--- config.mk ---
export PLATFORM = sky130hd
export DESIGN_NAME = radix4_divider_flat
export DESIGN_NICKNAME = d
export VERILOG_FILES = /design/src/rtl/radix4_pkg.sv /design/src/rtl/radix4_divider_if.sv /design/src/rtl/radix4_qsel.sv /design/src/rtl/radix4_divider.sv /design/src/flat_wrapper.sv
export SDC_FILE = /design/constraint.sdc
export NUM_CORES = 1
export LEC_CHECK = 0
export ABC_AREA = 1
export BUFFER_PORTS_ARGS = -buffer_cell sky130_fd_sc_hd__buf_2
export CAP_MARGIN = 10
export CORE_MARGIN = 4
export CORE_UTILIZATION = 40
export DETAILED_ROUTE_END_ITERATION = 16
export HOLD_SLACK_MARGIN = 0.03
export REMOVE_ABC_BUFFERS = 1
export SYNTH_ARGS = -nofsm -noshare
export SYNTH_HDL_FRONTEND = slang
export SYNTH_SLANG_ARGS = --single-unit
--- constraint.sdc ---
create_clock -name clk -period 10 [get_ports clk]
set_input_delay 0.5 -clock clk [delete_from_list [all_inputs] [get_ports clk]]
set_output_delay 0.5 -clock clk [all_outputs]
set_load 0.02 [all_outputs]
--- src/rtl/radix4_pkg.sv ---
// Shared definitions for the radix-4 restoring divider: FSM state
// encoding and the default divisor width.
package radix4_pkg;

    // Default divisor width; dividend and quotient are twice this wide.
    localparam int DIV_N = 16;

    // Controller states. IDLE accepts operands, BUSY retires one
    // radix-4 digit per cycle, DONE presents the result until taken.
    typedef enum logic [1:0] {
        IDLE = 2'd0,
        BUSY = 2'd1,
        DONE = 2'd2
    } state_t;

endpackage

--- src/rtl/radix4_divider_if.sv ---
// Operand/result bundle of the radix-4 divider.
//
// Handshake rules (both channels): a transfer happens on a rising clk
// edge where valid && ready are both high. The producer keeps valid and
// its data stable until that edge; ready never depends combinationally
// on valid. The input channel is in_valid/in_ready with dividend and
// divisor; the output channel is out_valid/out_ready with quotient,
// remainder and div_by_zero.
interface radix4_divider_if import radix4_pkg::*; #(
    parameter int N = DIV_N
) ();

    logic             in_valid;
    logic             in_ready;
    logic [2*N-1:0]   dividend;
    logic [N-1:0]     divisor;
    logic             out_valid;
    logic             out_ready;
    logic [2*N-1:0]   quotient;
    logic [N-1:0]     remainder;
    logic             div_by_zero;

    // Requester side: supplies operands and consumes results.
    modport master (
        output in_valid, dividend, divisor, out_ready,
        input  in_ready, out_valid, quotient, remainder, div_by_zero
    );

    // Divider side.
    modport slave (
        input  in_valid, dividend, divisor, out_ready,
        output in_ready, out_valid, quotient, remainder, div_by_zero
    );

endinterface

--- src/rtl/radix4_qsel.sv ---
// Radix-4 quotient digit selection: given the shifted partial remainder
// and the multiples d, 2d, 3d, pick the largest digit whose multiple
// fits and return the difference. Purely combinational.
module radix4_qsel import radix4_pkg::*; #(
    parameter int N = DIV_N
) (
    input  logic [N+1:0] rem_shift,   // partial remainder << 2 | next two dividend bits
    input  logic [N-1:0] d,           // divisor
    input  logic [N+1:0] d3,          // precomputed 3*divisor
    output logic [1:0]   q,           // selected quotient digit
    output logic [N+1:0] diff         // rem_shift - q*d
);

    logic [N+1:0] d1;
    logic [N+1:0] d2;

    assign d1 = {2'b00, d};
    assign d2 = {1'b0, d, 1'b0};

    // Compare against the three multiples, largest first.
    always_comb begin
        q    = 2'd0;
        diff = rem_shift;
        if (rem_shift >= d3) begin
            q    = 2'd3;
            diff = rem_shift - d3;
        end else if (rem_shift >= d2) begin
            q    = 2'd2;
            diff = rem_shift - d2;
        end else if (rem_shift >= d1) begin
            q    = 2'd1;
            diff = rem_shift - d1;
        end
    end

endmodule

--- src/rtl/radix4_divider.sv ---
// Sequential radix-4 unsigned divider: 2N-bit dividend by N-bit divisor,
// one quotient digit (two bits) per cycle, N cycles per division.
// A zero divisor short-circuits to an all-ones quotient with the low
// dividend half as remainder and div_by_zero set.
module radix4_divider import radix4_pkg::*; #(
    parameter int N = DIV_N   // must be even
) (
    input  logic            clk,
    input  logic            rst,
    radix4_divider_if.slave bus,
    output state_t          dbg_state
);

    localparam int CW = $clog2(N + 1);

    state_t         state_q;
    state_t         state_d;

    logic [N+1:0]   rem_q;    // partial remainder, always < divisor after a step
    logic [N+1:0]   d3_q;     // 3*divisor, held for the whole division
    logic [N-1:0]   div_q;    // registered divisor
    logic [2*N-1:0] dvd_q;    // dividend, consumed two bits per step from the top
    logic [2*N-1:0] quo_q;    // quotient, digits shifted in at the bottom
    logic           dbz_q;
    logic [CW-1:0]  cnt_q;    // remaining digit steps

    logic           accept;
    logic           divisor_zero;
    logic [N+1:0]   rem_shift;
    logic [N+1:0]   triple;
    logic [1:0]     qsel_q;
    logic [N+1:0]   qsel_diff;
    logic           rem_unused;

    assign accept       = (state_q == IDLE) && bus.in_valid;
    assign divisor_zero = (bus.divisor == '0);
    assign triple       = {2'b00, bus.divisor} + {1'b0, bus.divisor, 1'b0};

    // The remainder is below the divisor, so its low N bits carry all
    // information; the next two dividend bits enter at the bottom.
    assign rem_shift  = {rem_q[N-1:0], dvd_q[2*N-1:2*N-2]};
    assign rem_unused = ^rem_q[N+1:N];

    radix4_qsel #(.N(N)) u_qsel (
        .rem_shift (rem_shift),
        .d         (div_q),
        .d3        (d3_q),
        .q         (qsel_q),
        .diff      (qsel_diff)
    );

    // State register.
    always_ff @(posedge clk or posedge rst) begin
        if (rst) begin
            state_q <= IDLE;
        end else begin
            state_q <= state_d;
        end
    end

    // Next-state logic: zero divisor skips BUSY; DONE waits for out_ready.
    always_comb begin
        state_d = state_q;
        case (state_q)
            IDLE: begin
                if (accept) begin
                    state_d = divisor_zero ? DONE : BUSY;
                end
            end
            BUSY: begin
                if (cnt_q == CW'(1)) begin
                    state_d = DONE;
                end
            end
            DONE: begin
                if (bus.out_ready) begin
                    state_d = IDLE;
                end
            end
            default: state_d = IDLE;
        endcase
    end

    // Datapath: load on accept, one digit step per BUSY cycle, hold otherwise.
    always_ff @(posedge clk or posedge rst) begin
        if (rst) begin
            rem_q <= '0;
            d3_q  <= '0;
            div_q <= '0;
            dvd_q <= '0;
            quo_q <= '0;
            dbz_q <= 1'b0;
            cnt_q <= '0;
        end else if (accept) begin
            div_q <= bus.divisor;
            if (divisor_zero) begin
                rem_q <= {2'b00, bus.dividend[N-1:0]};
                d3_q  <= '0;
                dvd_q <= '0;
                quo_q <= '1;
                dbz_q <= 1'b1;
                cnt_q <= '0;
            end else begin
                rem_q <= '0;
                d3_q  <= triple;
                dvd_q <= bus.dividend;
                quo_q <= '0;
                dbz_q <= 1'b0;
                cnt_q <= CW'(N);
            end
        end else if (state_q == BUSY) begin
            rem_q <= qsel_diff;
            dvd_q <= {dvd_q[2*N-3:0], 2'b00};
            quo_q <= {quo_q[2*N-3:0], qsel_q};
            cnt_q <= cnt_q - CW'(1);
        end
    end

    assign bus.in_ready    = (state_q == IDLE);
    assign bus.out_valid   = (state_q == DONE);
    assign bus.quotient    = quo_q;
    assign bus.remainder   = rem_q[N-1:0];
    assign bus.div_by_zero = dbz_q;
    assign dbg_state       = state_q;

endmodule

--- src/flat_wrapper.sv ---
// flat-port wrapper written by rule: the top's interface ports become plain ports
module radix4_divider_flat import radix4_pkg::*;
#(
    parameter int N = DIV_N                  
)
  (clk, rst, dbg_state, bus_in_valid, bus_dividend, bus_divisor, bus_out_ready, bus_in_ready, bus_out_valid, bus_quotient, bus_remainder, bus_div_by_zero);
  radix4_divider_if #(.N(N)) bus_i ();
  input  logic clk;
  input  logic rst;
  output state_t dbg_state;
  input wire logic [$bits(bus_i.in_valid)-1:0] bus_in_valid;
  input wire logic [$bits(bus_i.dividend)-1:0] bus_dividend;
  input wire logic [$bits(bus_i.divisor)-1:0] bus_divisor;
  input wire logic [$bits(bus_i.out_ready)-1:0] bus_out_ready;
  output wire logic [$bits(bus_i.in_ready)-1:0] bus_in_ready;
  output wire logic [$bits(bus_i.out_valid)-1:0] bus_out_valid;
  output wire logic [$bits(bus_i.quotient)-1:0] bus_quotient;
  output wire logic [$bits(bus_i.remainder)-1:0] bus_remainder;
  output wire logic [$bits(bus_i.div_by_zero)-1:0] bus_div_by_zero;
  assign bus_i.in_valid = bus_in_valid;
  assign bus_i.dividend = bus_dividend;
  assign bus_i.divisor = bus_divisor;
  assign bus_i.out_ready = bus_out_ready;
  assign bus_in_ready = bus_i.in_ready;
  assign bus_out_valid = bus_i.out_valid;
  assign bus_quotient = bus_i.quotient;
  assign bus_remainder = bus_i.remainder;
  assign bus_div_by_zero = bus_i.div_by_zero;
  radix4_divider #(.N(N)) u_core (.clk(clk), .rst(rst), .bus(bus_i), .dbg_state(dbg_state));
endmodule
# Word level (Yosys, flattened, before mapping)
# Index checks and enable logic that the tools add are counted.
[word_totals] ff_bits=122 inputBits=52
[classes] magnitude_cmp=3 n_eq_ne=6 mux=25 add_sub_neg=5 reduce_logical=5
[ops] op="two-way mux 32 bit" count=6
[ops] op="two-way mux 16 bit" count=6
[ops] op="subtractor 16 bit" count=3
[ops] op="adder 16 x 17 -> 18 bit" count=1
[ops] op="greater-or-equal comparator 18 x 16 -> 1 bit" count=1
[ops] op="greater-or-equal comparator 18 x 17 -> 1 bit" count=1
[ops] op="greater-or-equal comparator 18 bit" count=1
[ops] op="two-way mux 18 bit" count=1
[ops] op="zero test 16 bit" count=1
[ops] op="two-way mux 5 bit" count=3
[ops] op="two-way mux 2 bit" count=6
[ops] op="case mux 2 bit (3 select lines)" count=1
[ops] op="equality test 5 x 1 -> 1 bit, second input constant" count=1
[ops] op="subtractor 5 x 1 -> 5 bit, second input constant" count=1
[ops] op="!= test 2 x 1 -> 1 bit, second input constant" count=2
[ops] op="AND reduction 3 bit" count=1
[ops] op="equality test 2 x 1 -> 1 bit, second input constant" count=1
[ops] op="equality test 2 bit, second input constant" count=1
[ops] op="zero test 2 bit" count=1
[ops] op="two-way mux 1 bit" count=2
[ops] op="!= test 2 bit, second input constant" count=1
[ops] op="nonzero test 2 bit" count=1
[ops] op="logical AND 1 bit" count=1

# Logic depth before layout (Yosys ltp)
[logic_depth] word_depth=6 mapped_depth=18

# Hierarchy
# A second synthesis with hierarchy kept.
[unflattened] hier_cells=1484 area_unflattened_um2=10313.6
[by_module_without_submodules] mod="radix4_divider" cells_per_inst=733 n_inst=1 area_each_um2=6404.9 seq_area_each_um2=3052.9
[by_module_without_submodules] mod="radix4_qsel" cells_per_inst=751 n_inst=1 area_each_um2=3908.7 seq_area_each_um2=0.0

# Worst setup path after synthesis
# Ideal clock, no wire load.
[synth_timing] kind="register to register" start="register u_core.rem_q[7]" end="register u_core.rem_q[14]" stages_incl_launch_ff=14 path_slack_ns=7.813 setup_time_ns=0.122 t_arrival_ns=2.066 path_buffers=1 path_cell_list="dfrtp_1 > ha_1 > nand2_2 > inv_2 > a21oi_2 > nand3_2 > nand2_2 > nand2_4 > buf_6 > or2_0 > nand3_1 > nand3_1 > nand2_1 > a21oi_2"
[synth_via] elab_chain_len=6
[synth_lines] element="start: declaration" line_no="radix4_divider.sv:19" rtl="logic [N+1:0] rem_q;"
[synth_lines] element="start signal: assignment" line_no="radix4_divider.sv:97" rtl="rem_q <= {2'b00, bus.dividend[N-1:0]};"
[synth_lines] element="start signal: assignment" line_no="radix4_divider.sv:112" rtl="rem_q <= qsel_diff;"
[synth_lines] element="subtractor 16 bit or greater-or-equal comparator 18 x 16 -> 1 bit (tied branches)" line_no="radix4_qsel.sv:32, radix4_qsel.sv:30"
[synth_lines] element="two-way mux 16 bit" line_no="radix4_qsel.sv:30" rtl="end else if (rem_shift >= d1) begin"
[synth_lines] element="two-way mux 16 bit" line_no="radix4_qsel.sv:27" rtl="end else if (rem_shift >= d2) begin"
[synth_lines] element="two-way mux 16 bit *" line_no="radix4_qsel.sv:24" rtl="if (rem_shift >= d3) begin"
[synth_lines] element="two-way mux 16 bit *" line_no="radix4_divider.sv:111" rtl="end else if (state_q == BUSY) begin"
[synth_lines] element="two-way mux 16 bit *" line_no="radix4_divider.sv:94" rtl="end else if (accept) begin"
# Mark *: on every way between the ends. The rest lies on a longest branch, timed or not. The select of a mux whose other input is x is not followed.
# A chain may end at the register's enable or synchronous reset.

# Worst setup path after layout
[layout_timing] start="register u_core.state_q[0] (netlist: u_core.dbg_state[0])" end="register u_core.quo_q[9] (netlist: u_core.bus.quotient[9])"
[layout_via] elab_chain_len=3
[layout_lines] element="start: declaration" line_no="radix4_divider.sv:16" rtl="state_t state_q;"
[layout_lines] element="start signal: assignment" line_no="radix4_divider.sv:57" rtl="state_q <= state_d;"
[layout_lines] element="zero test 2 bit" line_no="radix4_divider.sv:35" rtl="assign accept = (state_q == IDLE) && bus.in_valid;"
[layout_lines] element="logical AND 1 bit" line_no="radix4_divider.sv:35"
[layout_lines] element="two-way mux 32 bit or nonzero test 2 bit (tied branches)"
[layout_lines] element="end signal: assignment" line_no="radix4_divider.sv:114" rtl="quo_q <= {quo_q[2*N-3:0], qsel_q};"
[layout_lines] element="end: declaration" line_no="radix4_divider.sv:23" rtl="logic [2*N-1:0] quo_q;"
# Several ways; a longest one is shown, not always the timed one.

==> impl_metrics.toml <==
[critical_path]
cp_cell_sequence = "nor2_1 > nand2_2 > buf_4 > clkinv_1 > nand2_1 > inv_1 > nor2_2 > o21ai_0 > nand2_1"
crit_slowest_cell = "nor2_2"
critPathKind = "reg2reg"
arrival_ns = 3.39
crit_path_start_kind = "flip-flop"
worstPathRequired_ns = 10.35
crit_family = "simple AND/OR/NAND/NOR gates"
worst_path_most_repeated_cell = "nand2_1"
cpPeakStageDelay_ns = 0.82
path_buf_inv = 3
cp_max_fo = 76
worstSetupEndpointType = "flip-flop"

[sta]
setup_viol = 0
slew_headroom_pct = 29.2
max_freq_mhz = 329
fin_worst_skew_ns = 0.0158
finalCritPeriodShare_pct = 30.4
hold_violations = 0
worstMarginPinSlew_ns = 1.06
fin_crit_ns = 3.04
fin_tns_setup_ns = 0
drv_slew = 0
rsz0062_at_grt = "no"

[yosys]
synth_top_area_share_pct = 33.0
ys_top_cells_by_area = "dfrtp_1, nand2_1, ha_1, a21oi_1, inv_1"
synth_cells = 1320
async_flop_share_pct = 100
synth_seq_cells = 122
netlist_area_um2 = 9260
yosys_warnings = 0
synth_top_cells_by_count = "nand2_1, inv_1, a21oi_1"
synthFlopType = "dfrtp_1"
synth_top_area_cell = "dfrtp_1"
seq_area_frac_synth_pct = 33.0
synth_edf_count = 0
synth_area_per_cell_um2 = 7.01
ys_types = 47
synth.most_common_cell = "nand2_1"

[finish]
diodes = 0
num-nets-final = 1535
syn2layout_area_growth_pct = 14.1
final_layout_size_suffix_gt1_share_pct = 13.7
final_cells = 1700

[cts]
cts_resized = 0
cts_tree = "yes"
clk_latency_ns = 0.43
cts_hold_buffers = 0
cts_sinks = 122
cts-root-buf = "clkbuf_16"
postCtsSetupBuffers = 0
clk_pin_slew_ns = 0.06
cts_buffer_depth = 2
htree_levels = 4
numCtsBuffers = 17

[drt]
ant_nets = 0
drtIter0Drc = 659
dr.pass1.iters = 7
wl_per_cell_um = 17.0
viasPerCell = 5.26
route.final.wire_length_um = 28900
vias = 8948
drc = 0

[floorplanning]
start_util_pct = 40.8
die_h_um = 160
core_um2 = 22700
num_io_pins = 105
die_x_um = 160
die-area_um2 = 25600
num_rows = 55

[global_routing]
grt_first_pass_wirelength_um = 46000
gr-usage-all-layers_pct = 22.3
overflow = 0
grt_max_degree = 77
grt_pass1_vias = 8796
antenna_found_initial = 0

[outcome]
outcome = "finished clean"

[job]
maxCapViolCount = 0

[place]
io_buffers = 104
place_inst = 1669
hpwlAfterDp_um = 21900
place_congestion = 0.954

[hold_path]
hold_path.class = "in2async"
## logic make-up after synthesis
family | after synthesis | share of synthesized area, %
adder cells (fa/ha/maj) | 80 | 11.1
buffers and inverters | 195 | 8.35
flip-flops | 122 | 33.0
XOR/XNOR | 31 | 2.93
AND/OR/NAND/NOR | 611 | 28.2
AO/OA/AOI/OAI | 281 | 16.4
## per-stage QoR
step | instance area (um^2) | util [%] | setup slack [ns] | hold WS [ns]
after floorplan | 9040 | - | 4.86 | 0.449
after global placement | 9970 | 43.9 | 6.81 | 0.468
after detailed placement | 9970 | 43.9 | 6.75 | 0.471
after CTS | 10600 | 46.5 | 6.91 | 0.226
after global routing | 10600 | 46.5 | 6.49 | 0.247
final | 10600 | 46.5 | 6.96 | 0.182
## path summary, 6_finish.rpt
path / depth (start not counted) / startpoint / slack, ns / endpoint
worst max-delay path: 9 / u_core.dbg_state[0] / 6.96 / u_core.bus.quotient[9]
worst min-delay path: 2 / rst / 0.18 / u_core.bus.quotient[25]
worst max register to register: 9 / u_core.dbg_state[0] / 6.96 / u_core.bus.quotient[9]
worst min register to register: 2 / u_core.bus.quotient[31] / 0.48 / u_core.bus.quotient[31]
max in group asynchronous: 3 / rst / 8.49 / u_core.rem_q[3]
min in group clk: 3 / bus_dividend[25] / 0.31 / u_core.dvd_q[25]
## cell type report
cell class | count | area, um^2
repair buffers | 110 | 566
clock inverters | 14 | 165
inverters | 149 | 564
well taps | 285 | 357
clock buffers | 17 | 425
flip-flops and latches | 122 | 3050
multi-input cells | 1003 | 5440
fillers | 2375 | 12100
## cell usage in the layout, fill, tap and decap left out, types with 3 or more instances in the layout
| cell type | n |
|---|---|
| a21oi_2 | 5 |
| nor2_4 | 3 |
| inv_6 | 4 |
| xnor2_1 | 15 |
| a21oi_1 | 124 |
| nand3_1 | 74 |
| inv_2 | 11 |
| dfrtp_1 | 122 |
| a22o_1 | 4 |
| buf_4 | 6 |
| a21o_1 | 5 |
| a31oi_1 | 6 |
| ha_1 | 76 |
| inv_1 | 135 |
| nand2_2 | 7 |
| a22oi_1 | 3 |
| o21bai_1 | 4 |
| nor3_1 | 4 |
| clkbuf_16 | 17 |
| fa_1 | 4 |
| nor3_2 | 4 |
| o21ai_1 | 21 |
| o22ai_1 | 7 |
| buf_2 | 104 |
| clkinvlp_4 | 4 |
| nor2_2 | 9 |
| nand3b_1 | 8 |
| xor2_1 | 16 |
| nand2_1 | 375 |
| o21ai_0 | 97 |
| nand4_1 | 15 |
| nor2_1 | 98 |
| or2_2 | 4 |
## sequential cells by signal (all words and copies together), names as in the netlist
register,count
u_core.dbg_state,2
u_core.dvd_q,32
u_core.div_q,16
u_core.rem_q,16
u_core.d3_q,18
u_core.cnt_q,5
u_core.bus.quotient,32
u_core.bus.div_by_zero,1
## metal layers
metal	part of all wire (%)	track usage, %	vias up
met5	0	0	-
met4	3.6	8.99	0
met3	5.1	3.87	53
met2	46	35.9	240
met1	46	30.0	4166
li1	-	-	4489
Power is left out: the tool's default activity adds up to more than one toggle a clock period on the data nets, which glitch-free logic cannot reach.
